--- config.mk ---
export PLATFORM = sky130hd
export DESIGN_NAME = mem_bus_arbiter
export DESIGN_NICKNAME = d
export VERILOG_FILES = /design/src/rtl/mem_bus_arbiter_pkg.sv /design/src/rtl/mem_bus_arbiter_priority.sv /design/src/rtl/mem_bus_arbiter.sv
export SDC_FILE = /design/constraint.sdc
export NUM_CORES = 1
export LEC_CHECK = 0
export BUFFER_PORTS_ARGS = -buffer_cell sky130_fd_sc_hd__buf_2
export CORE_UTILIZATION = 42
export CTS_CLUSTER_SIZE = 25
export DETAILED_ROUTE_END_ITERATION = 10
export PLACE_DENSITY = 0.81
export SLEW_MARGIN = 20
export SYNTH_ARGS = -nofsm -noshare
export SYNTH_HDL_FRONTEND = slang
export SYNTH_SLANG_ARGS = --single-unit
--- constraint.sdc ---
create_clock -name clock -period 1.39 [get_ports clock]
set_clock_uncertainty 0.15 [all_clocks]
set_input_delay 0.2085 -clock clock [delete_from_list [all_inputs] [get_ports clock]]
set_output_delay 0.2085 -clock clock [all_outputs]
set_load 0.005 [all_outputs]
--- src/rtl/mem_bus_arbiter_pkg.sv ---
// mem_bus_arbiter_pkg
//   Types and constants shared between mem_bus_arbiter, its priority selector
//   and the cache controllers that sit on either side of it.
//   DEF_ADDR_W / DEF_DATA_W : default block address / block data widths.
//   state_t                 : arbiter FSM states (IDLE, GRANT, DONE).
//   owner_t                 : which cache owns the memory port.
package mem_bus_arbiter_pkg;

  localparam int unsigned DEF_ADDR_W = 6;
  localparam int unsigned DEF_DATA_W = 32;

  typedef enum logic [1:0] {
    IDLE  = 2'd0,
    GRANT = 2'd1,
    DONE  = 2'd2
  } state_t;

  typedef enum logic {
    OWN_D = 1'b0,
    OWN_I = 1'b1
  } owner_t;

endpackage

--- src/rtl/mem_bus_arbiter_priority.sv ---
// arb_priority_select
//   Combinational winner selection between the data cache and the
//   instruction cache requests.
//   Build option ROUND_ROBIN_EN: when defined, a simultaneous request is
//   granted to the requester that did not own the port last; otherwise the
//   data cache always wins.
//   Ports:
//     d_req      : data cache request (read or write-back)
//     i_req      : instruction cache request
//     last_owner : previous grant owner (only meaningful with ROUND_ROBIN_EN)
//     winner     : selected owner; only meaningful when a request is pending
module arb_priority_select
  import mem_bus_arbiter_pkg::*;
(
  input  logic   d_req,
  input  logic   i_req,
  input  owner_t last_owner,
  output owner_t winner
);

`ifdef ROUND_ROBIN_EN
  always_comb begin
    winner = OWN_D;
    if (d_req && i_req) begin
      winner = (last_owner == OWN_D) ? OWN_I : OWN_D;
    end else if (i_req) begin
      winner = OWN_I;
    end
  end
`else
  logic unused_last_owner;
  assign unused_last_owner = last_owner;

  always_comb begin
    winner = OWN_D;
    if (i_req && !d_req) begin
      winner = OWN_I;
    end
  end
`endif

endmodule

--- src/rtl/mem_bus_arbiter.sv ---
// mem_bus_arbiter
//   Shares the single block-granular data memory port between the
//   instruction cache and the data cache. One owner at a time; the owner's
//   request is latched on grant, forwarded to memory, and held until memory
//   completes (busywait seen high, then low). The owner is released for
//   exactly one DONE cycle with the fetched block in its readdata register.
//   Build option ROUND_ROBIN_EN: alternate priority on simultaneous requests
//   (default: data cache has fixed priority).
//   Ports:
//     clock, reset                : clock, synchronous active-high reset
//     d_read, d_write             : data cache read / write-back request
//     d_address, d_writedata      : data cache block address / write block
//     d_readdata, d_busywait      : block returned / stall to data cache
//     i_read, i_address           : instruction cache read request / address
//     i_readdata, i_busywait      : block returned / stall to instruction cache
//     mem_read, mem_write         : memory strobes (registered)
//     mem_address, mem_writedata  : memory block address / write block
//     mem_readdata, mem_busywait  : memory read block / busy indication
module mem_bus_arbiter
  import mem_bus_arbiter_pkg::*;
#(
  parameter int unsigned ADDR_W = DEF_ADDR_W,
  parameter int unsigned DATA_W = DEF_DATA_W
) (
  input  logic              clock,
  input  logic              reset,
  input  logic              d_read,
  input  logic              d_write,
  input  logic [ADDR_W-1:0] d_address,
  input  logic [DATA_W-1:0] d_writedata,
  output logic [DATA_W-1:0] d_readdata,
  output logic              d_busywait,
  input  logic              i_read,
  input  logic [ADDR_W-1:0] i_address,
  output logic [DATA_W-1:0] i_readdata,
  output logic              i_busywait,
  output logic              mem_read,
  output logic              mem_write,
  output logic [ADDR_W-1:0] mem_address,
  output logic [DATA_W-1:0] mem_writedata,
  input  logic [DATA_W-1:0] mem_readdata,
  input  logic              mem_busywait
);

  state_t state;
  owner_t owner;
  owner_t winner;
  logic   seen_busy;
  logic   d_req;
  logic   i_req;

  assign d_req = d_read | d_write;
  assign i_req = i_read;

`ifdef ROUND_ROBIN_EN
  owner_t last_owner;

  arb_priority_select u_select (
    .d_req      (d_req),
    .i_req      (i_req),
    .last_owner (last_owner),
    .winner     (winner)
  );
`else
  arb_priority_select u_select (
    .d_req      (d_req),
    .i_req      (i_req),
    .last_owner (OWN_I),
    .winner     (winner)
  );
`endif

  always_ff @(posedge clock) begin
    if (reset) begin
      state         <= IDLE;
      owner         <= OWN_D;
      seen_busy     <= 1'b0;
      mem_read      <= 1'b0;
      mem_write     <= 1'b0;
      mem_address   <= '0;
      mem_writedata <= '0;
      d_readdata    <= '0;
      i_readdata    <= '0;
`ifdef ROUND_ROBIN_EN
      last_owner    <= OWN_I;
`endif
    end else begin
      case (state)
        IDLE: begin
          if (d_req || i_req) begin
            state     <= GRANT;
            owner     <= winner;
            seen_busy <= 1'b0;
`ifdef ROUND_ROBIN_EN
            last_owner <= winner;
`endif
            if (winner == OWN_D) begin
              // read+write together is a write-back
              mem_read      <= ~d_write;
              mem_write     <= d_write;
              mem_address   <= d_address;
              mem_writedata <= d_writedata;
            end else begin
              mem_read      <= 1'b1;
              mem_write     <= 1'b0;
              mem_address   <= i_address;
              mem_writedata <= '0;
            end
          end
        end
        GRANT: begin
          // complete only once memory has been seen busy, so a memory that
          // is slow to raise busywait is not mistaken for a finished access
          if (seen_busy && !mem_busywait) begin
            state     <= DONE;
            mem_read  <= 1'b0;
            mem_write <= 1'b0;
            if (owner == OWN_D) begin
              d_readdata <= mem_readdata;
            end else begin
              i_readdata <= mem_readdata;
            end
          end else if (mem_busywait) begin
            seen_busy <= 1'b1;
          end
        end
        DONE: begin
          state     <= IDLE;
          seen_busy <= 1'b0;
        end
        default: begin
          state <= IDLE;
        end
      endcase
    end
  end

  assign d_busywait = !reset && d_req && !(state == DONE && owner == OWN_D);
  assign i_busywait = !reset && i_req && !(state == DONE && owner == OWN_I);

endmodule

**Word level (Yosys, flattened, before mapping)**

Index checks and enable logic that the tools add are counted.

- Reduce and logical (&&, ||, !) cells: 23
- Bitwise operators: 3
- Multiplexer cells: 17
- Eq/ne operators: 6

Operators by type and width:

| kind | number |
|---|---|
| 32-bit 2-to-1 mux | 1 |
| 1-bit 2-to-1 mux | 9 |
| 3-bit AND reduction | 3 |
| 1-bit logical AND | 8 |
| 2-bit != test, second input constant | 4 |
| 6-bit 2-to-1 mux | 1 |
| 1-bit zero test | 5 |
| 2-bit 2-to-1 mux | 2 |
| 1-bit one-hot mux with 2 select lines | 2 |
| 2-bit one-hot mux with 2 select lines | 1 |
| 2-bit AND reduction | 2 |
| 4-bit AND reduction | 1 |
| 1-bit one-hot mux with 3 select lines | 1 |
| 3-bit nonzero test | 1 |
| 2-bit by 1-bit equality test with 1-bit output, second input constant | 1 |
| 2-bit equality test, second input constant | 1 |
| 2-bit zero test | 1 |
| 1-bit inverter | 2 |
| 2-bit nonzero test | 1 |
| 1-bit logical OR | 1 |
| 1-bit bitwise OR | 1 |

- Logic and storage cells: 58
- Bits in registers: 108
- Output and inout port bits: 106
- Input port bits: 82

**Logic depth before layout (Yosys ltp)**

Gate-level depths: netlist of run 1.

- Depth in word-level cells: 7
- Depth in mapped cells: 6
- Depth with buffers taken out: 3

**Cells and area by module**

A second synthesis of run 1 with hierarchy kept.

- Cells, all modules: 510
- Area, all modules: 4342.9 µm²

By module, submodules not included:

| module | area each (µm²) | seq. area each (µm²) | instances | cells each |
|---|---|---|---|---|
| mem_bus_arbiter | 4329.2 | 2162.1 | 1 | 509 |
| arb_priority_select | 13.8 | 0.0 | 1 | 1 |

**Least setup slack after synthesis of run 1**

No wires, ideal clock.

- Path kind: reg2reg
- Start: register state[0]
- End: register mem_address[0]
- Path slack: -16 ps
- Stages on the path, launching flop included: 6
- Data required time: 1121 ps
- Setup time: 119 ps
- Data arrival time: 1137 ps
- Period minus slack after synthesis: 1406 ps
- Buffers on the path: 2
- Cells stage by stage: dfxtp_1 -> buf_4 -> nor2_2 -> buf_4 -> nand3_2 -> o221a_2

- Word-level cells in the longest chain between the ends: 2

RTL lines:

| item | line | source |
|---|---|---|
| from (decl) | mem_bus_arbiter.sv:45 | `state_t state;` |
| from (signal assigned) | mem_bus_arbiter.sv:75 | `state <= IDLE;` |
| from (signal assigned) | mem_bus_arbiter.sv:91 | `state <= GRANT;` |
| from (signal assigned) | mem_bus_arbiter.sv:115 | `state <= DONE;` |
| 2-bit zero test | mem_bus_arbiter.sv:88 | `case (state)` |
| 2-bit AND reduction (no source line) | -- |  |
| to (signal assigned) | mem_bus_arbiter.sv:101 | `mem_address <= d_address;` |
| to (signal assigned) | mem_bus_arbiter.sv:106 | `mem_address <= i_address;` |
| to (decl) | mem_bus_arbiter.sv:39 | `output logic [ADDR_W-1:0] mem_address,` |

No other way between the ends.
A chain may end at the register's enable or synchronous reset.

**Worst setup path after layout of run 1**

- Start: register state[1]
- End: register i_readdata[22]

- Word-level cells in the longest chain between the ends: 2

RTL lines:

| item | line | source |
|---|---|---|
| 2-bit by 1-bit equality test with 1-bit output | mem_bus_arbiter.sv:88 |  |
| 3-bit AND reduction (no source line) | -- |  |
| to (signal assigned) | mem_bus_arbiter.sv:121 | `i_readdata <= mem_readdata;` |
| to (decl) | mem_bus_arbiter.sv:35 | `output logic [DATA_W-1:0] i_readdata,` |

No other way between the ends.

==> qor.txt, run 1 <==
#FFs+latches synth: 108
port bufs: 187
Cell variety after synth: 32
row count: 35
vias in the first global route: 4263
Seq pwr share: 0.534
Skew-Pair Late Insertion Delay: 0.36 ns
initial antenna violation count: 0
Die X: 99.9 um
pre-CTS setup slack: -0.154 ns
Switching Share: 0.266
HPWL after DPL: 7300 um
outcome: complete, but fails checks
overall routing resource usage: 0.256
Max-Cap Viols: 0
Peak VDD IR: 0.000557 V
setup ws final: -0.301 ns
Syn Area/Cell: 9.39 sq um
Sequential cell area: 0.00217 sq mm
fin crit share: 1.22
most common cell in the netlist: dfxtp_1
Initial DRT Pass Iterations: 5
Clock Sinks: 108
clock power share: 0.312
Cell Area, Placed: 0.00512 sq mm
global route overflow: 0
CTS clk-pin slew, worst paths: 0.12 ns
CTS tree: done
share of layout cells above drive strength 1: 0.473
Worst setup SP type: flip-flop
Logic pwr share: 0.155
leading post-synthesis cells by cell area: dfxtp_1 (54%), a21oi_1 (8.4%), nand3_1 (8.0%)
Hold Path Sink: mem_read
Ports: 188
Crit Path Category: reg -> reg
Multi-input gate area: 0.00195 sq mm
DRC: 0
CORE AREA: 0.00928 sq mm
cell area power density: 900 mW/mm^2
Slew Viols, Final: 0
cell taking the most area after synthesis: dfxtp_1
n_diodes: 0
RR Endpoint: i_readdata[22]
clock buffer depth: 2
Worst Path Arrival: 1.83 ns
final hold viol count: 0
die height: 99.9 um
via count: 4597
full die area: 0.00999 sq mm
Net Sw Power: 1.61 mW
endpoints failing setup: 106
deepest level of the CTS H-tree: 3
R2R Setup Slk: -0.30 ns
actual slew at the worst max-slew pin: 0.462 ns
FMAX: 0.592 GHz
hold path depth: 3
Tmin final: 1.69 ns
Slew HR: 0.690
clock root buffer: clkbuf_8
Critical Path RT: 1.53 ns
Yosys top cell area share: 0.537
Syn Inst Count: 429
Layout area overhead: 67.6%
worst min-delay path startpoint: d_write
Synth async-reset ratio: 0
Post-Route WL: 14900 um
Post-synth top flop: dfxtp_1
Final ANT Viol Nets: 0
fill count: 659
DR iter-0 viols: 180
synth cell count leaders: dfxtp_1 (108), a21oi_1 (68), nand3_1 (64)
RSZ-0062 raised after global routing: yes
Initial Util: 0.434
Vias/cell: 5.57
synthesized cell area: 0.00403 sq mm
Nets: 774
element type at the critical path end: flip-flop
YS warnings: 0
P_int: 4.46 mW
syn_nets: 511
largest net degree at the start of global routing: 65
crit-path max FO: 11
routed length per instance: 18.1 um
Post-synth EDFFs: 0
reg2reg path depth: 5
Seq/Total Area, Yosys: 0.537
GPL Wtd Cong: 0.775
design area: 0.00675 sq mm
first-pass GRT wire length: 20400 um
Leakage Power: 2.83 nW
R2R Path Start: state[1]
TritonCTS buffer count: 9
failing checks: negative setup slack
Hold Crit Class: in -> reg
-- per-layer routing --
metal  GRT usage  part of all wire  vias to the layer above  wire (um)
met3      0.0648             0.082                       49       1230
met1       0.296              0.39                     2186       5760
met2       0.443              0.50                      263       7470
met4       0.119             0.031                        0        468
li1            -                 -                     2099          -
met5           0                 0                        -          0
-- critical path: stages, from the launching register on --
cell and delay, ns:
dfxtp_4 0.36, buf_6 0.12, and4bb_4 0.41, buf_6 0.19, nand3_1 0.15, a21oi_1 0.24
-- power groups by stage --
stage / clock network [mW] / registers, mW / logic [mW]
after floorplan: 0 / 3.32 / 0.300
after global placement: 0 / 3.31 / 0.598
after detailed placement: 0 / 3.31 / 0.610
after CTS: 1.91 / 3.24 / 0.813
after global routing: 2.06 / 3.25 / 0.996
final: 1.89 / 3.24 / 0.939
-- kinds of logic (layout without fill, tap and decap cells) --
kind of cell | count (synthesis) | after routing | synth area share
compound gates | 184 | 184 | 0.276
flops | 108 | 108 | 0.537
simple gates | 81 | 81 | 0.115
buf+inv | 56 | 324 | 0.0720
-- per-stage QoR --
step / TNS, ns / instances / power, mW / utilization / hold slack (ns)
floorplan: -0.0226 / 429 / 3.61 / - / 0.191
global placement: -7.31 / 719 / 3.91 / 0.552 / 0.276
detailed placement: -11.00 / 719 / 3.92 / 0.552 / 0.279
CTS: -15.03 / 816 / 5.96 / 0.676 / 0.0253
global route: -23.52 / 826 / 6.31 / 0.727 / 0.0418
finish: -19.16 / 826 / 6.08 / 0.727 / 0.0505
-- sequential cells by signal (all words and copies together), names as in the netlist --
signal,cells
i_readdata,32
mem_read,1
seen_busy,1
mem_address,6
owner,1
state,2
mem_write,1
d_readdata,32
mem_writedata,32
-- placed cells by master, fill, tap and decap left out, types with 3 or more instances in the layout --
cell	count
dfxtp_1	105
dlygate4sd3_1	71
clkbuf_16	5
inv_1	8
nand3_4	9
o221a_2	6
buf_12	13
clkinv_4	3
o21ai_1	8
buf_4	13
o21ai_0	57
a21oi_1	34
a21oi_2	34
nand3_1	36
nor3_1	3
buf_6	8
a31oi_1	7
buf_2	187
nand3_2	20
a22o_1	32
clkbuf_8	11
-- worst max path at each step --
stage                     endpoint  slack (ns)     start
floorplan           mem_address[0]      -0.004  state[0]
global placement    i_readdata[10]       -0.09  state[0]
detailed placement  i_readdata[30]       -0.15  state[0]
CTS                     i_busywait       -0.22  state[1]
global route        i_readdata[17]       -0.33  state[1]
finish              i_readdata[22]       -0.30  state[1]
-- final cells by class --
class / instances / area share
inverters: 10 / 0.00556
well taps: 129 / 0.0239
flip-flops and latches: 108 / 0.322
clock inverters: 5 / 0.00667
clock buffers: 11 / 0.0224
multi-input cells: 265 / 0.289
repair buffers: 298 / 0.331
-- what timing repair did --
item,in CTS,in global routing
endpoints found under the setup margin,106,107
gates cloned,3,6
setup buffers,7,7
hold buffers,71,0
resized for setup,28,80
hold endpoints to repair,103,0
pin swaps,8,43
Power figures use the tool's default switching activity.
==> run 2: changes to the inputs <==
--- a/config.mk
+++ b/config.mk
@@ -9,7 +9,8 @@
 export CORE_UTILIZATION = 42
 export CTS_CLUSTER_SIZE = 25
 export DETAILED_ROUTE_END_ITERATION = 10
-export PLACE_DENSITY = 0.81
+export GPL_TIMING_DRIVEN = 1
+export PLACE_DENSITY = 0.76
 export SLEW_MARGIN = 20
 export SYNTH_ARGS = -nofsm -noshare
 export SYNTH_HDL_FRONTEND = slang
==> run 2 against run 1 <==
Net effect: the run still ends with negative setup slack left; critical path type unchanged; total power decreased by 1.2%; routed wire length barely moved; maximum frequency rose by 1.2%; final area shrank 2.1%; sequential share of layout area rose by 0.71 points; largest cell class unchanged; register-to-register slack better by 0.02 ns; via count about the same; die area unchanged; non-clock buffer count rose by 2; worst hold slack worse by 0.011 ns; first-iteration DRC count rose by 11%; worst setup slack better by 0.020 ns.
==> qor.txt, run 2 (synthesized netlist as in run 1, its figures left out) <==
Peak VDD IR: 0.000654 V (was 0.000557 V)
met2 Use GR: 0.503 (was 0.443)
Crit Path Category: reg -> reg (unchanged)
DRC: 0 (unchanged)
row count: 35 (unchanged)
Slew HR: 0.664 (was 0.690)
outcome: complete, but fails checks (unchanged)
Ports: 188 (unchanged)
clock buffer depth: 2 (unchanged)
fin crit share: 1.20 (was 1.22)
CP max-delay cell: and4bb_4 (unchanged)
CTS tree: done (unchanged)
fill count: 682 (was 659)
Nets: 777 (was 774)
pre-CTS setup slack: -0.479 ns (was -0.154 ns)
deepest level of the CTS H-tree: 3 (unchanged)
Multi-input gate area: 0.00181 sq mm (was 0.00195 sq mm)
Skew-Pair Late Insertion Delay: 0.36 ns (about the same)
biggest registers after layout: d_readdata x32, i_readdata x32, mem_writedata x32 (unchanged)
hold path depth: 4 (was 3)
Critical Path RT: 1.54 ns (was 1.53 ns)
Clock Sinks: 108 (unchanged)
overall routing resource usage: 0.278 (was 0.256)
GR peak layer: met2 (unchanged)
Layout area overhead: 64.1% (was 67.6%)
DR iter-0 viols: 199 (was 180)
routed length per instance: 18.0 um (was 18.1 um)
R2R Setup Slk: -0.28 ns (was -0.30 ns)
Leakage Power: 2.87 nW (was 2.83 nW)
Worst setup SP type: flip-flop (unchanged)
Hold Crit Class: in -> reg (unchanged)
failing checks: negative setup slack (unchanged)
GPL Wtd Cong: 0.783 (was 0.775)
vias in the first global route: 4449 (was 4263)
Worst Path Arrival: 1.82 ns (was 1.83 ns)
Cell Area, Placed: 0.00510 sq mm (was 0.00512 sq mm)
die height: 99.9 um (unchanged)
crit-path max FO: 12 (was 11)
via count: 4598 (was 4597)
Vias/cell: 5.54 (was 5.57)
Post-Route WL: 14900 um (about the same)
TritonCTS buffer count: 9 (unchanged)
full die area: 0.00999 sq mm (unchanged)
Final Power: 6.00 mW (was 6.08 mW)
reg2reg path depth: 5 (unchanged)
CP delay by family, top: simple AND/OR/NAND/NOR gates (unchanged)
worst-path cell chain: buf_6 -> and4bb_4 -> bufbuf_16 -> nand3_1 -> a21oi_2 (was buf_6 -> and4bb_4 -> buf_6 -> nand3_1 -> a21oi_1)
R2R Path Start: state[1] (unchanged)
final hold viol count: 0 (unchanged)
Final ANT Viol Nets: 0 (unchanged)
endpoints failing setup: 106 (unchanged)
Initial Util: 0.434 (unchanged)
Slew Viols, Final: 0 (unchanged)
largest net degree at the start of global routing: 51 (was 65)
CTS clk-pin slew, worst paths: 0.11 ns (was 0.12 ns)
setup ws final: -0.280 ns (was -0.301 ns)
HPWL after DPL: 7550 um (was 7300 um)
cell area power density: 908 mW/mm^2 (was 900 mW/mm^2)
first-pass GRT wire length: 21800 um (was 20400 um)
FMAX: 0.599 GHz (was 0.592 GHz)
Max-Cap Viols: 0 (unchanged)
RR Endpoint: d_readdata[22] (was i_readdata[22])
port bufs: 187 (unchanged)
Buffers & Inverters on Critical Path: 2 (unchanged)
element type at the critical path end: flip-flop (unchanged)
Die X: 99.9 um (unchanged)
clock root buffer: clkbuf_8 (unchanged)
CORE AREA: 0.00928 sq mm (unchanged)
Initial DRT Pass Iterations: 5 (unchanged)
M1 GR Usage: 0.318 (was 0.296)
hold slack: 0.0398 ns (was 0.0505 ns)
share of layout cells above drive strength 1: 0.441 (was 0.473)
Sequential cell area: 0.00217 sq mm (about the same)
Critical Path Max Stage Delay: 0.38 ns (was 0.41 ns)
Tmin final: 1.67 ns (was 1.69 ns)
initial antenna violation count: 1 (was 0)
most frequent cells in the layout: buf_2 (187), dfxtp_1 (105), dlygate4sd3_1 (70) (was buf_2 (187), dfxtp_1 (105), dlygate4sd3_1 (71))
RSZ-0062 raised after global routing: yes (unchanged)
commonest non-fill, non-tap cell in the layout: buf_2 (unchanged)
worst min-delay path startpoint: d_address[0] (was d_write)
Hold Path Sink: mem_address[0] (was mem_read)
met3 usage: 0.0669 (was 0.0648)
final core occ: 0.712 (was 0.727)
design area: 0.00661 sq mm (was 0.00675 sq mm)
global route overflow: 0 (unchanged)
actual slew at the worst max-slew pin: 0.504 ns (was 0.462 ns)
==> run 2: changes by cell type in the layout (fill, tap and decap cells not counted), sizes merged <==
cell,change
bufbuf,+1
clkinvlp,-1
clkinv,-2
dlygate4sd3,-1
buf,+4
inv,+3
a21oi,+1
clkbuf,-2
diode,+1
==> run 2: layout make-up <==
type / count / area share
timing repair buffer: 300 / 0.340
inverter: 10 / 0.00568
clock buffer: 11 / 0.0214
multi-input combinational: 266 / 0.273
sequential: 108 / 0.329
clock inverter: 5 / 0.00605
tap: 129 / 0.0244
antenna: 1 / 0.000378
==> run 2: metal layers <==
metal	wire length [um]	vias to the layer above
li1	-	2122
met1	5760	2200
met2	7610	245
met3	1260	31
met4	278	0
met5	0	-
==> run 2: worst reg2reg max path, cell delays in order (launching register included) <==
cell and delay [ns]:
dfxtp_4 0.37, buf_6 0.12, and4bb_4 0.38, bufbuf_16 0.32, nand3_1 0.12, a21oi_2 0.17
==> run 2: worst max path at each step <==
stage,startpoint,endpoint,slack (ns),depth (start not counted)
after detailed placement,d_write,mem_writedata[12],-0.48,4
after CTS,state[1],i_busywait,-0.23,3
after floorplan,state[0],mem_address[0],-0.004,5
after global routing,state[1],i_readdata[26],-0.32,6
final,state[1],d_readdata[22],-0.28,5
after global placement,d_write,mem_writedata[9],-0.39,4
==> run 2: power breakdown <==
part | switching (mW) | leakage [nW] | internal (mW) | total, mW
clock network | 1.09 | 0.0951 | 0.727 | 1.82
registers | 0.0636 | 0.880 | 3.19 | 3.25
logic | 0.431 | 1.90 | 0.498 | 0.930
==> run 2: metrics by stage <==
stage	cells	TNS, ns
3_5_place_dp	721	-24.84
6_report	830	-17.80
3_3_place_gp	721	-18.51
5_1_grt	830	-23.36
2_1_floorplan	429	-0.0226
4_1_cts	828	-17.63
==> run 2: what timing repair did <==
item	CTS	global route
gates resized for setup	38	68
cloned	8	2
buffers inserted	13	1
endpoints found under the setup margin	106	107
pin swaps	15	39
endpoints found under the hold margin	102	0
hold buffers	70	0
==> run 3: changes to the inputs <==
--- a/config.mk
+++ b/config.mk
@@ -6,6 +6,7 @@
 export NUM_CORES = 1
 export LEC_CHECK = 0
 export BUFFER_PORTS_ARGS = -buffer_cell sky130_fd_sc_hd__buf_2
+export CORE_MARGIN = 3
 export CORE_UTILIZATION = 42
 export CTS_CLUSTER_SIZE = 25
 export DETAILED_ROUTE_END_ITERATION = 10
==> run 3 against run 2 <==
Net effect: the flow still finishes with violations (negative setup slack); total power is 1.4% higher; sequential power hardly changed; sequential share of layout area is 1.2 points lower; maximum frequency is 4.5% higher; count of clock-buffer cells in the layout is 2 lower; first-iteration DRC count is 31% higher; via count is 2.8% lower; critical path depth is 1 higher; critical endpoint is now i_readdata[0]; largest power group unchanged.
==> qor.txt, run 3 (synthesized netlist as in run 1, its figures left out) <==
final non-filler cell total: 821 (was 830)
vias in the first global route: 4303 (was 4449)
Clock Sinks: 108 (unchanged)
setup ws final: -0.208 ns (was -0.280 ns)
Final ANT Viol Nets: 0 (unchanged)
Tmin final: 1.60 ns (was 1.67 ns)
first-pass GRT wire length: 21700 um (was 21800 um)
share of layout cells above drive strength 1: 0.493 (was 0.441)
endpoints failing setup: 106 (unchanged)
DRC: 0 (unchanged)
failing checks: negative setup slack (unchanged)
GPL Wtd Cong: 0.754 (was 0.783)
Peak VDD IR: 0.000689 V (was 0.000654 V)
Hold Crit Class: in -> reg (unchanged)
overall routing resource usage: 0.238 (was 0.278)
final hold viol count: 0 (unchanged)
Critical Path Max Stage Delay: 0.37 ns (was 0.38 ns)
crit-path max FO: 8 (was 12)
cell area power density: 887 mW/mm^2 (was 908 mW/mm^2)
CP max-delay cell: and4bb_4 (unchanged)
Max-Cap Viols: 0 (unchanged)
FMAX: 0.626 GHz (was 0.599 GHz)
CORE AREA: 0.00928 sq mm (unchanged)
Final Power: 6.08 mW (was 6.00 mW)
RSZ-0062 raised after global routing: yes (unchanged)
Crit Path Category: reg -> reg (unchanged)
Initial DRT Pass Iterations: 4 (was 5)
outcome: complete, but fails checks (unchanged)
Worst setup SP type: flip-flop (unchanged)
worst-path cell chain: buf_6 -> and4bb_4 -> buf_6 -> clkbuf_16 -> nand3_1 -> a21oi_1 (was buf_6 -> and4bb_4 -> bufbuf_16 -> nand3_1 -> a21oi_2)
actual slew at the worst max-slew pin: 0.464 ns (was 0.504 ns)
Slew HR: 0.691 (was 0.664)
routed length per instance: 17.5 um (was 18.0 um)
port bufs: 187 (unchanged)
Initial Util: 0.434 (unchanged)
CTS tree: done (unchanged)
die height: 104 um (was 99.9 um)
element type at the critical path end: flip-flop (unchanged)
Die X: 104 um (was 99.9 um)
design area: 0.00686 sq mm (was 0.00661 sq mm)
hold slack: 0.0535 ns (was 0.0398 ns)
global route overflow: 0 (unchanged)
fin crit share: 1.15 (was 1.20)
Leakage Power: 2.80 nW (was 2.87 nW)
clock root buffer: clkbuf_8 (unchanged)
Cell Area, Placed: 0.00512 sq mm (was 0.00510 sq mm)
most frequent cells in the layout: buf_2 (187), dfxtp_1 (105), dlygate4sd3_1 (71) (was buf_2 (187), dfxtp_1 (105), dlygate4sd3_1 (70))
Ports: 188 (unchanged)
row count: 35 (unchanged)
via count: 4470 (was 4598)
largest net degree at the start of global routing: 50 (was 51)
n_diodes: 0 (was 1)
full die area: 0.0108 sq mm (was 0.00999 sq mm)
cell repeated most along the worst path: buf_6
Layout area overhead: 70.3% (was 64.1%)
initial antenna violation count: 0 (was 1)
CTS clk-pin slew, worst paths: 0.10 ns (was 0.11 ns)
Slew Viols, Final: 0 (unchanged)
TritonCTS buffer count: 9 (unchanged)
Post-Route WL: 14400 um (was 14900 um)
commonest non-fill, non-tap cell in the layout: buf_2 (unchanged)
Nets: 769 (was 777)
deepest level of the CTS H-tree: 3 (unchanged)
Vias/cell: 5.44 (was 5.54)
Cells after DPL: 720 (was 721)
final core occ: 0.739 (was 0.712)
biggest registers after layout: d_readdata x32, i_readdata x32, mem_writedata x32 (unchanged)
DR iter-0 viols: 261 (was 199)
Skew-Pair Late Insertion Delay: 0.35 ns (was 0.36 ns)
HPWL after DPL: 7650 um (was 7550 um)
clock buffer depth: 2 (unchanged)
Worst Path Arrival: 1.73 ns (was 1.82 ns)
Critical Path RT: 1.52 ns (was 1.54 ns)
-- run 3: final cells by class --
type / count / area (sq um)
timing repair buffer: 293 / 2130
multi-input combinational: 265 / 2160
sequential: 108 / 2170
clock buffer: 9 / 124
fill: 649 / 2420
inverter: 10 / 40.0
clock inverter: 7 / 73.8
tap: 129 / 161
-- run 3: power by group --
part | total, mW | internal [mW] | switching, mW | leakage, nW
Sequential | 3.24 | 3.19 | 0.0575 | 0.880
Clock | 1.91 | 0.844 | 1.07 | 0.100
Combinational | 0.928 | 0.473 | 0.455 | 1.82
Total | 6.08 | 4.50 | 1.58 | 2.80
-- run 3: critical path, delay by kind of cell, from the launching register on --
kind | cells | cell delay (ns)
and+or+nand+nor | 2 | 0.46
buffers and inverters | 3 | 0.41
DFF | 1 | 0.36
AOI/OAI and AO/OA | 1 | 0.15
-- run 3: what timing repair did --
item | CTS | global route
gates resized for setup | 19 | 132
pin swaps | 3 | 75
setup buffers | 6 | 3
endpoints found under the setup margin | 105 | 106
endpoints found under the hold margin | 103 | 0
hold buffers | 71 | 0
gates cloned | 3 | 3
-- run 3: per-layer routing --
metal | GRT usage | up-vias | part of all wire
met5 | 0 | - | 0
met4 | 0.0617 | 0 | 0.017
met3 | 0.0577 | 24 | 0.071
met2 | 0.400 | 221 | 0.49
met1 | 0.307 | 2133 | 0.43
li1 | - | 2092 | -
-- run 3: final timing paths --
| kind | startpoint | cells past startpoint | end | slack (ns) |
|---|---|---|---|---|
| min reg2reg | d_readdata[14] | 2 | d_readdata[14] | 0.32 |
| min | d_write | 3 | mem_read | 0.05 |
| max reg2reg | state[1] | 6 | i_readdata[0] | -0.21 |
| max | state[1] | 6 | i_readdata[0] | -0.21 |
-- run 3: per-stage QoR --
step	TNS [ns]	setup WS, ns
6_report	-16.32	-0.208
5_1_grt	-22.31	-0.278
4_1_cts	-12.88	-0.193
3_5_place_dp	-11.12	-0.190
3_3_place_gp	-7.65	-0.0933
2_1_floorplan	-0.0226	-0.00376
